`src/rtl/reg_dump.sv`:
```
// Register-file dump engine: stalls the CPU, walks registers first..last through the
// debug read port and streams each one out as a valid/ready beat with a running checksum.
module reg_dump #(
    parameter int DATA_W = 32,
    parameter int ADDR_W = 5
) (
    input  logic              clk,
    input  logic              reset,
    input  logic              start,
    input  logic [ADDR_W-1:0] first_reg,
    input  logic [ADDR_W-1:0] last_reg,
    output logic [ADDR_W-1:0] dbg_raddr,
    input  logic [DATA_W-1:0] dbg_rdata,
    output logic              cpu_stall,
    output logic              dump_valid,
    input  logic              dump_ready,
    output logic [ADDR_W-1:0] dump_addr,
    output logic [DATA_W-1:0] dump_data,
    output logic              dump_last,
    output logic              busy,
    output logic              done,
    output logic [DATA_W-1:0] checksum,
    output logic [1:0]        fsm_state
);

    typedef enum logic [1:0] {
        IDLE = 2'd0,
        READ = 2'd1,
        SEND = 2'd2,
        DONE = 2'd3
    } state_t;

    state_t            state;
    logic [ADDR_W-1:0] cur;
    logic [ADDR_W-1:0] last;

    assign dbg_raddr = cur;
    assign fsm_state = state;

    // dump_valid/dump_ready: a beat transfers on any rising edge where both are high;
    // dump_addr/dump_data/dump_last are held unchanged from the rise of dump_valid
    // until that transfer, and dump_valid never drops without a transfer (except reset).
    always_ff @(posedge clk) begin
        if (reset) begin
            state      <= IDLE;
            cur        <= '0;
            last       <= '0;
            cpu_stall  <= 1'b0;
            dump_valid <= 1'b0;
            dump_addr  <= '0;
            dump_data  <= '0;
            dump_last  <= 1'b0;
            busy       <= 1'b0;
            done       <= 1'b0;
            checksum   <= '0;
        end else begin
            case (state)
                IDLE: begin
                    if (start) begin
                        last     <= last_reg;
                        cur      <= first_reg;
                        checksum <= '0;
                        busy     <= 1'b1;
                        // An inverted range produces no beats, only the done pulse.
                        if (first_reg > last_reg) begin
                            state <= DONE;
                            done  <= 1'b1;
                        end else begin
                            state     <= READ;
                            cpu_stall <= 1'b1;
                        end
                    end
                end
                READ: begin
                    dump_data  <= dbg_rdata;
                    dump_addr  <= cur;
                    dump_last  <= (cur == last);
                    dump_valid <= 1'b1;
                    state      <= SEND;
                end
                SEND: begin
                    if (dump_ready) begin
                        dump_valid <= 1'b0;
                        checksum   <= checksum + dump_data;
                        // Stopping on dump_last rather than on cur overflow avoids wrap at the top index.
                        if (dump_last) begin
                            dump_last <= 1'b0;
                            cpu_stall <= 1'b0;
                            done      <= 1'b1;
                            state     <= DONE;
                        end else begin
                            cur   <= cur + ADDR_W'(1);
                            state <= READ;
                        end
                    end
                end
                DONE: begin
                    done  <= 1'b0;
                    busy  <= 1'b0;
                    state <= IDLE;
                end
                default: state <= IDLE;
            endcase
        end
    end

endmodule

```
`config.mk`:
```
export PLATFORM = sky130hd
export DESIGN_NAME = reg_dump
export DESIGN_NICKNAME = d
export VERILOG_FILES = /design/src/rtl/reg_dump.sv
export SDC_FILE = /design/constraint.sdc
export NUM_CORES = 1
export LEC_CHECK = 0
export CORE_MARGIN = 2
export CORE_UTILIZATION = 44
export DETAILED_ROUTE_END_ITERATION = 16
export GPL_TIMING_DRIVEN = 1
export PLACE_DENSITY = 0.84
export SLEW_MARGIN = 20
export SYNTH_ARGS = -nofsm -noshare
export SYNTH_HDL_FRONTEND = slang
export SYNTH_SLANG_ARGS = --single-unit
```
`constraint.sdc`:
```
create_clock -name clk -period 2.48 [get_ports clk]
set_input_delay 0.744 -clock clk [delete_from_list [all_inputs] [get_ports clk]]
set_output_delay 0.744 -clock clk [all_outputs]
set_load 0.02 [all_outputs]
```
==> results by group, run 1 <==
Run status
  – Status: finished with violations
  – Violated checks: setup timing

Global route
  – Total global-route track usage: 25.0%
  – Initial antenna violation count: 0
  – Largest net degree at the start of global routing: 50
  – Global-route wire length before repair: 23500 µm
  – Overflow after GRT: 0
  – Vias in the first global route: 5047

Finish
  – Design Area, Final: 7110 µm²
  – Fillers: 903
  – Inserted Diodes: 0
  – Area Overhead vs Synth: 48.1%
  – Non-Filler Instances: 935
  – Share of cells above drive strength 1: 16.7%
  – Area occupied by multi-input gates: 3180 µm²
  – Top flop regs: checksum x32, dump_data x32
  – Sequential cell area: 1730 µm²
  – Nets@finish: 875

Drt
  – Via density per instance: 5.55
  – TritonRoute pass-1 iters: 5
  – Iteration-0 DRC Markers: 325
  – Remaining DRCs: 0
  – WL/cell: 16.0 µm
  – Antenna violation net count after detailed routing: 0
  – Vias: 5193
  – DRT Wirelength: 15000 µm

Clock tree
  – Hold-fix buffers, CTS: 0
  – Worst-path clk slew: 0.09 ns
  – TritonCTS clock tree: built
  – Number of H-tree levels: 3
  – Max clock buf depth: 2
  – Skew-Pair Late Insertion Delay: 0.36 ns
  – CTS buffer count: 9
  – Clk root buf: clkbuf_8
  – Clk sink count: 86

Floorplanning
  – Die area: 11800 µm²
  – Core box area: 10700 µm²
  – # rows: 38
  – Die width: 108 µm
  – Num ports: 127
  – Starting Density: 44.7%
  – Vert. Die Dim: 108 µm

Placed design
  – Cell Area, Placed: 6590 µm²
  – HPWL Detailed: 10800 µm
  – GPL Wtd Cong: 0.927
  – Dpl cells: 913
  – Buffers on Ports: 126

Synthesis
  – Top cells by count, synth: nand2_1 (131), dfxtp_1 (86), a21oi_1 (83)
  – EDFF count, synth: 0
  – Ys flop type: dfxtp_1
  – Largest cells by area after synthesis: dfxtp_1 (36%), nand2_1 (10%), ha_1 (9.6%)
  – Top cell type by total area after synthesis: dfxtp_1
  – Share of the synthesized area in the top cell type: 35.9%
  – Most frequent cell after synthesis: nand2_1
  – Mapped Avg Cell Area: 7.71 µm²
  – Warnings, synthesis: 0
  – Post-Syn Area: 4800 µm²
  – Syn_nets: 706
  – Ys async rst share: 0%
  – Synth Register Bits: 86
  – Post-synthesis sequential area ratio: 35.9%
  – Mapped Cells: 622
  – Distinct cells, synth: 51

Timing
  – Fin Setup TNS: -0.577 ns
  – Setup repair after global routing missed its margin: yes
  – Worst hold slack: 0.459 ns
  – Final min period: 2.66 ns
  – Count of final max-slew check failures: 0
  – Hold violation count in the final report: 0
  – Clock skew: 0.0109 ns
  – Finish-stage setup viols: 7
  – Max Fclk: 0.376 GHz
  – Worst rel slew slack: 58.3%
  – Final WS setup: -0.182 ns
  – Period utilization: 107%
  – Worst Tran Pin Value: 0.624 ns

Min path
  – Path category of the worst min-delay check: reg2reg

Setup path
  – Crit path capture type: flip-flop
  – CP Launch Type: flip-flop
  – Crit Path Category: reg2reg
  – Crit Path Max Fanout: 2
  – Required @ worst endpoint: 2.74 ns
  – Arr. time, crit path: 2.92 ns

Flow run
  – Max cap viols: 0

Power
  – PwrDens: 468 nW/µm²
  – Leak pwr: 0.00291 µW
  – Max IR drop VDD: 0.000254 V
## critical path, stage by stage (launching register included)
cell and delay (ns):
dfxtp_4 0.36, ha_4 0.13, inv_2 0.03, fa_2 0.32
and2b_1 0.21, o31a_1 0.18, o2111ai_2 0.14, and3_4 0.22
o31ai_4 0.19, a311o_2 0.22, nand2_2 0.05, a221o_1 0.29
a41o_1 0.20
## worst paths after layout
path                              startpoint            to  slack, ns  cells after the start
worst max-delay path             checksum[0]  checksum[30]      -0.18                     12
worst min-delay path            dump_addr[3]  dump_addr[3]       0.46                      2
worst max register to register   checksum[0]  checksum[30]      -0.18                     12
worst min register to register  dump_addr[3]  dump_addr[3]       0.46                      2
## layout make-up
cell class | count | share of cell area [%]
Multi-Input combinational cell | 487 | 44.7
Inverter | 17 | 0.898
Tap cell | 140 | 2.46
Timing Repair Buffer | 190 | 24.9
Clock buffer | 13 | 2.52
Sequential cell | 86 | 24.4
Clock inverter | 2 | 0.194
## where the power goes
group	switching (µW)	internal, µW
Clock	507	470
Sequential	76.6	1450
Combinational	443	383
Total	1030	2300
## cells by family after synthesis
logic type,Yosys count,share of synthesized area [%]
flip-flops,86,35.9
AO/OA/AOI/OAI,195,25.0
buffers and inverters,49,3.83
AND/OR/NAND/NOR,226,20.1
multiplexers,1,0.209
XOR/XNOR,27,4.93
adder cells (fa/ha/maj),38,10.1
## metrics by stage
step	worst slack, ns	total power, µW	utilization [%]
after detailed placement	-0.564	2340	61.4
after global routing	-0.321	3490	66.2
after floorplan	-0.202	1950	-
after CTS	-0.198	3330	64.2
after global placement	-0.556	2320	61.4
final	-0.182	3330	66.2
## repair_timing
item | 4_1_cts | 5_1_grt
setup endpoints to repair | 13 | 21
pin swaps | 10 | 24
gates resized for setup | 20 | 49
gates cloned | 0 | 0
buffers inserted | 4 | 6
## layout by cell type (no fill, tap or decap), drive strengths merged, types with 14 or more instances in the layout
cell type / instances
ha: 37
clkdlybuf4s50: 121
a21oi: 83
nor2: 50
dfxtp: 86
o21ai: 33
buf: 65
a21o: 16
inv: 18
nand2: 131
xor2: 14
## routing by layer
metal	track usage, %	vias to the layer above	share of wire [%]
li1	-	2521	-
met1	30.0	2461	42
met2	44.0	182	50
met3	4.58	29	5.4
met4	9.43	0	2.2
met5	0	-	0
(Power assumes the default switching activity.)
==> run 2: changes to the inputs <==
Settings changed: SETUP_SLACK_MARGIN set to 0.15.
==> run 2 against run 1 <==
The run still ends with setup timing left. Design area increased by 2.0%. Clock power up 16%. Setup slack worse by 0.042 ns. Die area unchanged. Fmax fell by 1.6%. Clock skew up 0.0034 ns. Sequential cell count unchanged. Highest routed layer unchanged.
==> results by group, run 2 (synthesis results as in run 1) <==
Global route
  – Met1 usage: 28.5%
  – Global-route wire length before repair: 23500 µm
  – Met2 Usage GRT: 44.5%
  – Initial antenna violation count: 0
  – Total global-route track usage: 24.9%
  – Grt met3 use: 5.30%
  – Overflow after GRT: 0
  – Vias in the first global route: 5139
  – Largest net degree at the start of global routing: 40
  – Layer with the highest usage: met2

Floorplanning
  – Die area: 11800 µm²
  – # rows: 38
  – Core box area: 10700 µm²
  – Die width: 108 µm
  – Vert. Die Dim: 108 µm
  – Starting Density: 44.7%
  – Num ports: 127

Timing
  – Final min period: 2.70 ns
  – Worst Tran Pin Value: 0.488 ns
  – Fin Setup TNS: -1.11 ns
  – Count of final max-slew check failures: 0
  – Setup repair after global routing missed its margin: yes
  – Finish-stage setup viols: 11
  – Worst rel slew slack: 67.5%
  – Clock skew: 0.0143 ns
  – Final WS setup: -0.224 ns
  – Max Fclk: 0.370 GHz
  – Hold violation count in the final report: 0
  – Period utilization: 109%

Drt
  – Via density per instance: 5.52
  – Antenna violation net count after detailed routing: 0
  – DRT Wirelength: 15300 µm
  – Iteration-0 DRC Markers: 250
  – Vias: 5209
  – Remaining DRCs: 0
  – WL/cell: 16.2 µm
  – TritonRoute pass-1 iters: 5

Setup path
  – Reg2Reg Depth: 12
  – Reg2reg start: checksum[0]
  – Required @ worst endpoint: 2.74 ns
  – Crit path capture type: flip-flop
  – Crit-path slowest cell: dfxtp_4
  – Reg-to-reg setup timing slack: -0.22 ns
  – Arr. time, crit path: 2.97 ns
  – Crit path max-delay family: compound AO/OA/AOI/OAI gates
  – Reg-to-Reg End: checksum[30]
  – CP Cell Sequence: ha_4, inv_2, fa_2, and2b_1, o31a_1, o2111ai_2, and3_4, o31ai_4, a311o_2, nand2_1, a221o_1, a41o_1
  – CP Launch Type: flip-flop
  – Crit Path Max Fanout: 2
  – Worst path bufs/invs: 1
  – Slowest stage delay, CP: 0.37 ns
  – Crit Path Category: reg2reg

Min path
  – Worst Hold Path EP: dump_addr[4]
  – Path category of the worst min-delay check: reg2reg
  – Worst hold start: dump_addr[4]
  – Hold path depth: 2

Finish
  – Share of cells above drive strength 1: 18.3%
  – Nets@finish: 883
  – Commonest non-fill, non-tap cell in the layout: nand2_1
  – Inserted Diodes: 0
  – Area Overhead vs Synth: 51.0%
  – Top flop regs: checksum x32, dump_data x32
  – Most frequent cells in the layout: nand2_1 (130), clkdlybuf4s50_1 (119), a21oi_1 (76), dfxtp_1 (76), buf_4 (65)

Power
  – PwrDens: 481 nW/µm²
  – Leak pwr: 0.00300 µW
  – Max IR drop VDD: 0.000316 V

Placed design
  – Buffers on Ports: 126
  – GPL Wtd Cong: 0.937
  – Pre-CTS setup slack: -0.501 ns
  – HPWL Detailed: 10900 µm

Clock tree
  – Number of H-tree levels: 3
  – Max clock buf depth: 2
  – Skew-Pair Late Insertion Delay: 0.37 ns
  – Clk root buf: clkbuf_8
  – Worst-path clk slew: 0.10 ns
  – CTS buffer count: 9
  – Clk sink count: 86
  – TritonCTS clock tree: built

Flow run
  – Max cap viols: 0

Run status
  – Status: finished with violations
  – Violated checks: setup timing
run 2: cell types whose count changed in the layout (fill, tap and decap cells not counted), sizes merged:
cell           previous run  this run
buf                      65        73
bufinv                    0         2
clkbuf                   13         9
clkdlybuf4s50           121       119
dlygate4sd2               0         2
inv                      18        21
run 2: what timing repair did:
item | CTS | global route
hold buffers | 0 | 0
setup buffers | 7 | 6
resized for setup | 29 | 40
pin swaps | 22 | 33
setup endpoints to repair | 22 | 25
run 2: worst min-delay path, cell delays in order (launching register included):
cell and delay (ns):
dfxtp_1 0.32, nand2_1 0.05, a21oi_1 0.05
run 2: worst max path at each step:
stage	start	end	slack (ns)	depth (start not counted)
2_1_floorplan	checksum[0]	checksum[30]	-0.19	12
3_3_place_gp	last_reg[1]	done	-0.39	12
3_5_place_dp	last_reg[1]	cpu_stall	-0.50	12
4_1_cts	checksum[0]	checksum[30]	-0.23	12
5_1_grt	checksum[0]	checksum[30]	-0.33	12
6_report	checksum[0]	checksum[30]	-0.22	12
run 2: cell type report:
class                   instances  area, µm²
flip-flops and latches         86       1740
well taps                     140        175
clock buffers                   9        124
fillers                       857       3500
multi-input cells             487       3200
inverters                      17       63.8
repair buffers                198       1840
clock inverters                 7        103
run 2: metal layers:
| metal | vias up | share of wire, % |
|---|---|---|
| li1 | 2528 | - |
| met1 | 2470 | 41 |
| met2 | 171 | 51 |
| met3 | 40 | 5.4 |
| met4 | 0 | 3.0 |
| met5 | - | 0 |
run 2: power breakdown:
part / internal (µW) / switching (µW) / total, µW / leakage (µW)
clock network: 582 / 550 / 1130 / 0.000113
logic: 377 / 450 / 826 / 0.00218
registers: 1450 / 76.1 / 1530 / 0.000704
total: 2410 / 1080 / 3490 / 0.00300
run 2: per-stage QoR:
| stage | hold WS (ns) | instance area [µm²] | util (%) | cells | total power [µW] |
|---|---|---|---|---|---|
| after floorplan | 0.448 | 4860 | - | 622 | 1950 |
| after global placement | 0.446 | 6640 | 61.8 | 915 | 2310 |
| after detailed placement | 0.455 | 6640 | 61.8 | 915 | 2340 |
| after CTS | 0.469 | 7050 | 65.6 | 938 | 3470 |
| after global routing | 0.494 | 7250 | 67.4 | 944 | 3630 |
| final | 0.468 | 7250 | 67.4 | 944 | 3490 |
